### src/rtl/mem_access_ctrl_if.sv
// mem_access_ctrl_if: MEM-stage request/response and data_ram port bundle
// for mem_access_ctrl. "master" is the environment side: the MEM stage plus
// data_ram read data. "slave" is the controller side.
interface mem_access_ctrl_if #(
   parameter int unsigned ADDR_W = 32
);
   logic              req_valid;
   logic              req_we;
   logic [1:0]        req_size;
   logic              req_unsigned;
   logic [ADDR_W-1:0] req_addr;
   logic [31:0]       req_wdata;
   logic              stall_req;
   logic              resp_valid;
   logic [31:0]       resp_rdata;
   logic              misalign_err;
   logic              ram_ce;
   logic              ram_we;
   logic              ram_re;
   logic [1:0]        ram_wvalid_bit;
   logic [1:0]        ram_rvalid_bit;
   logic [ADDR_W-1:0] ram_waddr;
   logic [ADDR_W-1:0] ram_raddr;
   logic [31:0]       ram_wdata;
   logic [31:0]       ram_rdata;

   modport master (
      output req_valid, req_we, req_size, req_unsigned, req_addr, req_wdata,
      input  stall_req, resp_valid, resp_rdata, misalign_err,
      input  ram_ce, ram_we, ram_re, ram_wvalid_bit, ram_rvalid_bit,
      input  ram_waddr, ram_raddr, ram_wdata,
      output ram_rdata
   );

   modport slave (
      input  req_valid, req_we, req_size, req_unsigned, req_addr, req_wdata,
      output stall_req, resp_valid, resp_rdata, misalign_err,
      output ram_ce, ram_we, ram_re, ram_wvalid_bit, ram_rvalid_bit,
      output ram_waddr, ram_raddr, ram_wdata,
      input  ram_rdata
   );
endinterface

### src/rtl/mem_access_ctrl.sv
// mem_access_ctrl: load/store access controller between the MEM stage and
// data_ram.
//
// Aligned accesses pass straight through to the RAM in the same cycle.
// When MEM_MISALIGN_SPLIT_EN is defined, misaligned half/word accesses are
// split into sequential byte accesses while MEM is stalled. When it is
// undefined, a misaligned request makes no RAM access and instead gets a
// one-cycle misalign_err response.
//
// Load data is sign- or zero-extended before it is returned.
module mem_access_ctrl #(
   parameter int unsigned ADDR_W = 32
) (
   input  logic             clk,
   input  logic             rst,
   mem_access_ctrl_if.slave bus
);

   localparam logic [1:0] VB_BYTE = 2'd0;
   localparam logic [1:0] VB_HALF = 2'd1;
   localparam logic [1:0] VB_WORD = 2'd2;
   localparam logic [1:0] VB_NONE = 2'd3;

`ifdef MEM_MISALIGN_SPLIT_EN
   typedef enum logic {IDLE, SPLIT} state_t;
`else
   typedef enum logic {IDLE} state_t;
`endif

   state_t state_q, state_d;

`ifdef MEM_MISALIGN_SPLIT_EN
   logic [1:0]        idx_q, idx_d;
   logic [31:0]       buf_q, buf_d;
   logic              cap_load;
   logic              cap_we_q;
   logic              cap_uns_q;
   logic [1:0]        cap_size_q;
   logic [ADDR_W-1:0] cap_addr_q;
   logic [31:0]       cap_wdata_q;
   logic [ADDR_W-1:0] split_addr;
   logic [31:0]       asm_data;
   logic              split_last;
`endif

   function automatic logic [31:0] extend(input logic [1:0] size, input logic uns,
                                          input logic [31:0] data);
      logic [31:0] r;
      case (size)
         VB_BYTE: r = {{24{data[7] & ~uns}}, data[7:0]};
         VB_HALF: r = {{16{data[15] & ~uns}}, data[15:0]};
         default: r = data;
      endcase
      return r;
   endfunction

   function automatic logic is_aligned(input logic [1:0] size, input logic [1:0] lsb);
      logic r;
      case (size)
         VB_HALF: r = ~lsb[0];
         VB_WORD: r = (lsb == 2'b00);
         default: r = 1'b1;
      endcase
      return r;
   endfunction

   // State register plus the captured context of a split sequence
   always_ff @(posedge clk or posedge rst) begin
      if (rst) begin
         state_q     <= IDLE;
`ifdef MEM_MISALIGN_SPLIT_EN
         idx_q       <= '0;
         buf_q       <= '0;
         cap_we_q    <= 1'b0;
         cap_uns_q   <= 1'b0;
         cap_size_q  <= '0;
         cap_addr_q  <= '0;
         cap_wdata_q <= '0;
`endif
      end else begin
         state_q <= state_d;
`ifdef MEM_MISALIGN_SPLIT_EN
         idx_q   <= idx_d;
         buf_q   <= buf_d;
         if (cap_load) begin
            cap_we_q    <= bus.req_we;
            cap_uns_q   <= bus.req_unsigned;
            cap_size_q  <= bus.req_size;
            cap_addr_q  <= bus.req_addr;
            cap_wdata_q <= bus.req_wdata;
         end
`endif
      end
   end

   // Next-state, RAM port drive and MEM response; everything is held idle during reset
   always_comb begin
      state_d             = state_q;
      bus.stall_req       = 1'b0;
      bus.resp_valid      = 1'b0;
      bus.resp_rdata      = '0;
      bus.misalign_err    = 1'b0;
      bus.ram_ce          = ~rst;
      bus.ram_we          = 1'b0;
      bus.ram_re          = 1'b0;
      bus.ram_wvalid_bit  = VB_BYTE;
      bus.ram_rvalid_bit  = VB_BYTE;
      bus.ram_waddr       = '0;
      bus.ram_raddr       = '0;
      bus.ram_wdata       = '0;
`ifdef MEM_MISALIGN_SPLIT_EN
      idx_d      = idx_q;
      buf_d      = buf_q;
      cap_load   = 1'b0;
      split_addr = cap_addr_q + ADDR_W'(idx_q);
      split_last = (cap_size_q == VB_HALF) ? (idx_q == 2'd1) : (idx_q == 2'd3);
      // buf holds the bytes already read; the current byte is merged in here
      asm_data   = buf_q;
      asm_data[{idx_q, 3'b000} +: 8] = bus.ram_rdata[7:0];
`endif
      if (!rst) begin
         case (state_q)
            IDLE: begin
               if (bus.req_valid && bus.req_size != VB_NONE) begin
                  if (is_aligned(bus.req_size, bus.req_addr[1:0])) begin
                     bus.resp_valid = 1'b1;
                     if (bus.req_we) begin
                        bus.ram_we         = 1'b1;
                        bus.ram_wvalid_bit = bus.req_size;
                        bus.ram_waddr      = bus.req_addr;
                        bus.ram_wdata      = bus.req_wdata;
                     end else begin
                        bus.ram_re         = 1'b1;
                        bus.ram_rvalid_bit = bus.req_size;
                        bus.ram_raddr      = bus.req_addr;
                        bus.resp_rdata     = extend(bus.req_size, bus.req_unsigned,
                                                    bus.ram_rdata);
                     end
                  end else begin
`ifdef MEM_MISALIGN_SPLIT_EN
                     // Byte 0 goes out straight from the live request in this cycle
                     if (bus.req_we) begin
                        bus.ram_we    = 1'b1;
                        bus.ram_waddr = bus.req_addr;
                        bus.ram_wdata = {24'h0, bus.req_wdata[7:0]};
                     end else begin
                        bus.ram_re    = 1'b1;
                        bus.ram_raddr = bus.req_addr;
                        buf_d         = {buf_q[31:8], bus.ram_rdata[7:0]};
                     end
                     cap_load      = 1'b1;
                     idx_d         = 2'd1;
                     state_d       = SPLIT;
                     bus.stall_req = 1'b1;
`else
                     bus.misalign_err = 1'b1;
                     bus.resp_valid   = 1'b1;
`endif
                  end
               end
            end
`ifdef MEM_MISALIGN_SPLIT_EN
            SPLIT: begin
               if (cap_we_q) begin
                  bus.ram_we    = 1'b1;
                  bus.ram_waddr = split_addr;
                  bus.ram_wdata = {24'h0, cap_wdata_q[{idx_q, 3'b000} +: 8]};
               end else begin
                  bus.ram_re    = 1'b1;
                  bus.ram_raddr = split_addr;
                  buf_d         = asm_data;
               end
               if (split_last) begin
                  bus.resp_valid = 1'b1;
                  bus.resp_rdata = cap_we_q ? 32'h0 : extend(cap_size_q, cap_uns_q, asm_data);
                  idx_d          = '0;
                  state_d        = IDLE;
               end else begin
                  bus.stall_req = 1'b1;
                  idx_d         = idx_q + 2'd1;
               end
            end
`endif
            default: state_d = IDLE;
         endcase
      end
   end

endmodule

### src/flat_wrapper.sv
// flat-port wrapper written by rule: the top's interface ports become plain ports
module mem_access_ctrl_flat 
#(
   parameter int unsigned ADDR_W = 32
)
  (clk, rst, bus_req_valid, bus_req_we, bus_req_size, bus_req_unsigned, bus_req_addr, bus_req_wdata, bus_stall_req, bus_resp_valid, bus_resp_rdata, bus_misalign_err, bus_ram_ce, bus_ram_we, bus_ram_re, bus_ram_wvalid_bit, bus_ram_rvalid_bit, bus_ram_waddr, bus_ram_raddr, bus_ram_wdata, bus_ram_rdata);
  mem_access_ctrl_if #(.ADDR_W(ADDR_W)) bus_i ();
  input  logic clk;
  input  logic rst;
  input wire logic [$bits(bus_i.req_valid)-1:0] bus_req_valid;
  input wire logic [$bits(bus_i.req_we)-1:0] bus_req_we;
  input wire logic [$bits(bus_i.req_size)-1:0] bus_req_size;
  input wire logic [$bits(bus_i.req_unsigned)-1:0] bus_req_unsigned;
  input wire logic [$bits(bus_i.req_addr)-1:0] bus_req_addr;
  input wire logic [$bits(bus_i.req_wdata)-1:0] bus_req_wdata;
  output wire logic [$bits(bus_i.stall_req)-1:0] bus_stall_req;
  output wire logic [$bits(bus_i.resp_valid)-1:0] bus_resp_valid;
  output wire logic [$bits(bus_i.resp_rdata)-1:0] bus_resp_rdata;
  output wire logic [$bits(bus_i.misalign_err)-1:0] bus_misalign_err;
  output wire logic [$bits(bus_i.ram_ce)-1:0] bus_ram_ce;
  output wire logic [$bits(bus_i.ram_we)-1:0] bus_ram_we;
  output wire logic [$bits(bus_i.ram_re)-1:0] bus_ram_re;
  output wire logic [$bits(bus_i.ram_wvalid_bit)-1:0] bus_ram_wvalid_bit;
  output wire logic [$bits(bus_i.ram_rvalid_bit)-1:0] bus_ram_rvalid_bit;
  output wire logic [$bits(bus_i.ram_waddr)-1:0] bus_ram_waddr;
  output wire logic [$bits(bus_i.ram_raddr)-1:0] bus_ram_raddr;
  output wire logic [$bits(bus_i.ram_wdata)-1:0] bus_ram_wdata;
  input wire logic [$bits(bus_i.ram_rdata)-1:0] bus_ram_rdata;
  assign bus_i.req_valid = bus_req_valid;
  assign bus_i.req_we = bus_req_we;
  assign bus_i.req_size = bus_req_size;
  assign bus_i.req_unsigned = bus_req_unsigned;
  assign bus_i.req_addr = bus_req_addr;
  assign bus_i.req_wdata = bus_req_wdata;
  assign bus_stall_req = bus_i.stall_req;
  assign bus_resp_valid = bus_i.resp_valid;
  assign bus_resp_rdata = bus_i.resp_rdata;
  assign bus_misalign_err = bus_i.misalign_err;
  assign bus_ram_ce = bus_i.ram_ce;
  assign bus_ram_we = bus_i.ram_we;
  assign bus_ram_re = bus_i.ram_re;
  assign bus_ram_wvalid_bit = bus_i.ram_wvalid_bit;
  assign bus_ram_rvalid_bit = bus_i.ram_rvalid_bit;
  assign bus_ram_waddr = bus_i.ram_waddr;
  assign bus_ram_raddr = bus_i.ram_raddr;
  assign bus_ram_wdata = bus_i.ram_wdata;
  assign bus_i.ram_rdata = bus_ram_rdata;
  mem_access_ctrl #(.ADDR_W(ADDR_W)) u_core (.clk(clk), .rst(rst), .bus(bus_i));
endmodule
### config.mk
export PLATFORM = sky130hd
export DESIGN_NAME = mem_access_ctrl_flat
export DESIGN_NICKNAME = d
export VERILOG_FILES = /design/src/rtl/mem_access_ctrl_if.sv /design/src/rtl/mem_access_ctrl.sv /design/src/flat_wrapper.sv
export SDC_FILE = /design/constraint.sdc
export NUM_CORES = 1
export LEC_CHECK = 0
export ABC_AREA = 1
export ABC_CLOCK_PERIOD_IN_PS = 2400
export BUFFER_PORTS_ARGS = -buffer_cell sky130_fd_sc_hd__buf_4
export CAP_MARGIN = 20
export CORE_AREA = 4 4 91 93
export DETAILED_ROUTE_END_ITERATION = 7
export DIE_AREA = 0 0 95 97
export SETUP_SLACK_MARGIN = 0.15
export SLEW_MARGIN = 5
export SYNTH_ARGS = -nofsm -noshare
export SYNTH_HDL_FRONTEND = slang
export SYNTH_SLANG_ARGS = --single-unit
### constraint.sdc
create_clock -name clk -period 2.4 [get_ports clk]
set_input_delay 0.12 -clock clk [delete_from_list [all_inputs] [get_ports clk]]
set_output_delay 0.12 -clock clk [all_outputs]
set_load 0.1 [all_outputs]
==> flow_metrics.env <==
export IMPL_synth_top_cell_by_area="nor2_1"
export IMPL_synth_area_leaders="nor2_1, inv_1, nand2_1"
export IMPL_peakVddDrop_mv=0.102
export IMPL_swShare=0.707
export IMPL_cts_hold_buf=0
export IMPL_fmax_mhz=527
export IMPL_coreArea_sq_um=7530
export IMPL_grt_pass1_vias=2313
export IMPL_slew_viol_final=0
export IMPL_cp_arrival_ns=1.78
export IMPL_post_cts_resized=0
export IMPL_syn_nets=430
export IMPL_antenna_found_initial=0
export IMPL_drive_above_1_share=0.577
export IMPL_required_ns=2.28
export IMPL_die_h_um=97
export IMPL_nFillCells=827
export IMPL_grt_setup_unrepaired="no"
export IMPL_n_antenna_cell=0
export IMPL_hold_path_class="input port to primary output"
export IMPL_start_util=0.181
export IMPL_switchingPower_uw=513
export IMPL_port_buffers=239
export IMPL_vias=2471
export IMPL_pwr_share_comb=1.000
export IMPL_dieArea_sq_um=9220
export IMPL_final_cell_mix="buf_4, inv_1, nor2_1"
export IMPL_firstDrtPassIters=4
export IMPL_grt_pass1_wl_mm=11.1
export IMPL_numSequentialCells=0
export IMPL_gp_congestion=0.764
export IMPL_drtAntennaViolNets=0
export IMPL_place_hpwl_mm=6.55
export IMPL_wl_per_cell_um=11.4
export IMPL_drtIter0Drc=31
export IMPL_ios=241
export IMPL_cp_end_kind="primary output"
export IMPL_power_frac_seq=0
export IMPL_syn_inst=323
export IMPL_final_common_cell="buf_4"
export IMPL_dp_slack_ns=0.328
export IMPL_yosysUniqueCellTypes=16
export IMPL_synth_seq_area_share=0
export IMPL_fin_ws_ns=0.503
export IMPL_p_leak_nw=2.31
export IMPL_drt_wl_total_mm=7.39
export IMPL_clock_buffers=0
export IMPL_cap_violations=0
export IMPL_fin_nets=658
export IMPL_hold_depth=3
export IMPL_power_density_nw_per_um2=215
export IMPL_critical_path_class="input port to primary output"
export IMPL_drc=0
export IMPL_grtUsageTotal=0.146
export IMPL_yosysWarnings=0
export IMPL_grt_max_degree=46
export IMPL_via_per_inst=3.80
export IMPL_setup_viol=0
export IMPL_p_int_uw=212
export IMPL_netlist_area_sq_um=1360
export IMPL_grt_ovfl_total=0
export IMPL_clkPwrFrac=0
export IMPL_core_rowCount=32
export IMPL_layout_min_cycle_time_ns=1.90
export IMPL_timing_hold_violations_final=0
export IMPL_fp_dieW_um=95
export IMPL_syn_avg_cell_area_sq_um=4.21
export IMPL_crit_path_max_fanout=25
export IMPL_cts_setup_buffers=0
export IMPL_regArea_sq_um=0
export IMPL_synth_top_area_share=0.376
export IMPL_status="completed"
export IMPL_placed_cell_area_sq_um=3370
export IMPL_cp_start_kind="input port"
export IMPL_areaGrowthSynthToFinish_pct=148
export IMPL_fin_crit_sh=0.791
export IMPL_fin_area_sq_um=3370
export IMPL_finalPower_uw=725
logic make-up after synthesis:
| kind of cell | after synthesis | share of synthesized area |
|---|---|---|
| AOI/OAI and AO/OA | 8 | 0.0295 |
| adders and majority gates | 4 | 0.0368 |
| buffers and inverters | 124 | 0.395 |
| other | 1 | 0.00276 |
| and+or+nand+nor | 186 | 0.536 |
power groups by stage:
stage               Clock [mW]  Combinational [mW]  Sequential, mW
detailed placement           0               0.729               0
global route                 0               0.769               0
CTS                          0               0.731               0
finish                       0               0.725               0
global placement             0               0.725               0
floorplan                    0               0.507               0
worst max-delay path: stages:
cell and delay (ns):
buf_4 0.12, inv_1 0.12, ha_1 0.26, nand2_1 0.09, nand3_2 0.13, nand2_4 0.20, buf_4 0.29, nor2_1 0.13
buf_4 0.30
worst paths after layout:
| kind | start | endpoint |
|---|---|---|
| max | bus_req_size[1] | bus_resp_rdata[5] |
| min | rst | bus_ram_ce |
area by class of cell:
cell class	count	area, sq um	area share
Timing Repair Buffer	244	1860	0.550
Inverter	106	398	0.118
Tap cell	102	128	0.0378
Multi-Input combinational cell	199	992	0.294
layer usage:
layer | track usage | wire (um) | vias up
met5 | 0 | 0 | -
met4 | 0.0155 | 79 | 0
met3 | 0.0397 | 909 | 8
met2 | 0.289 | 3890 | 134
met1 | 0.154 | 2520 | 1020
li1 | - | - | 1309
synthesized netlist by cell type, drive strengths merged:
master,instances
nand3b,1
ha,4
clkbuf,1
conb,1
buf,17
inv,106
o21ai,8
nand2,44
nor2,137
nand3,4
through the flow:
stage	hold WS (ns)	util	setup TNS, ns	instances
global route	0.587	0.448	0	651
floorplan	0.413	-	-9.07	323
CTS	0.576	0.448	0	651
global placement	0.570	0.448	0	651
detailed placement	0.576	0.448	0	651
finish	0.573	0.448	0	651
(Power assumes the default switching activity.)
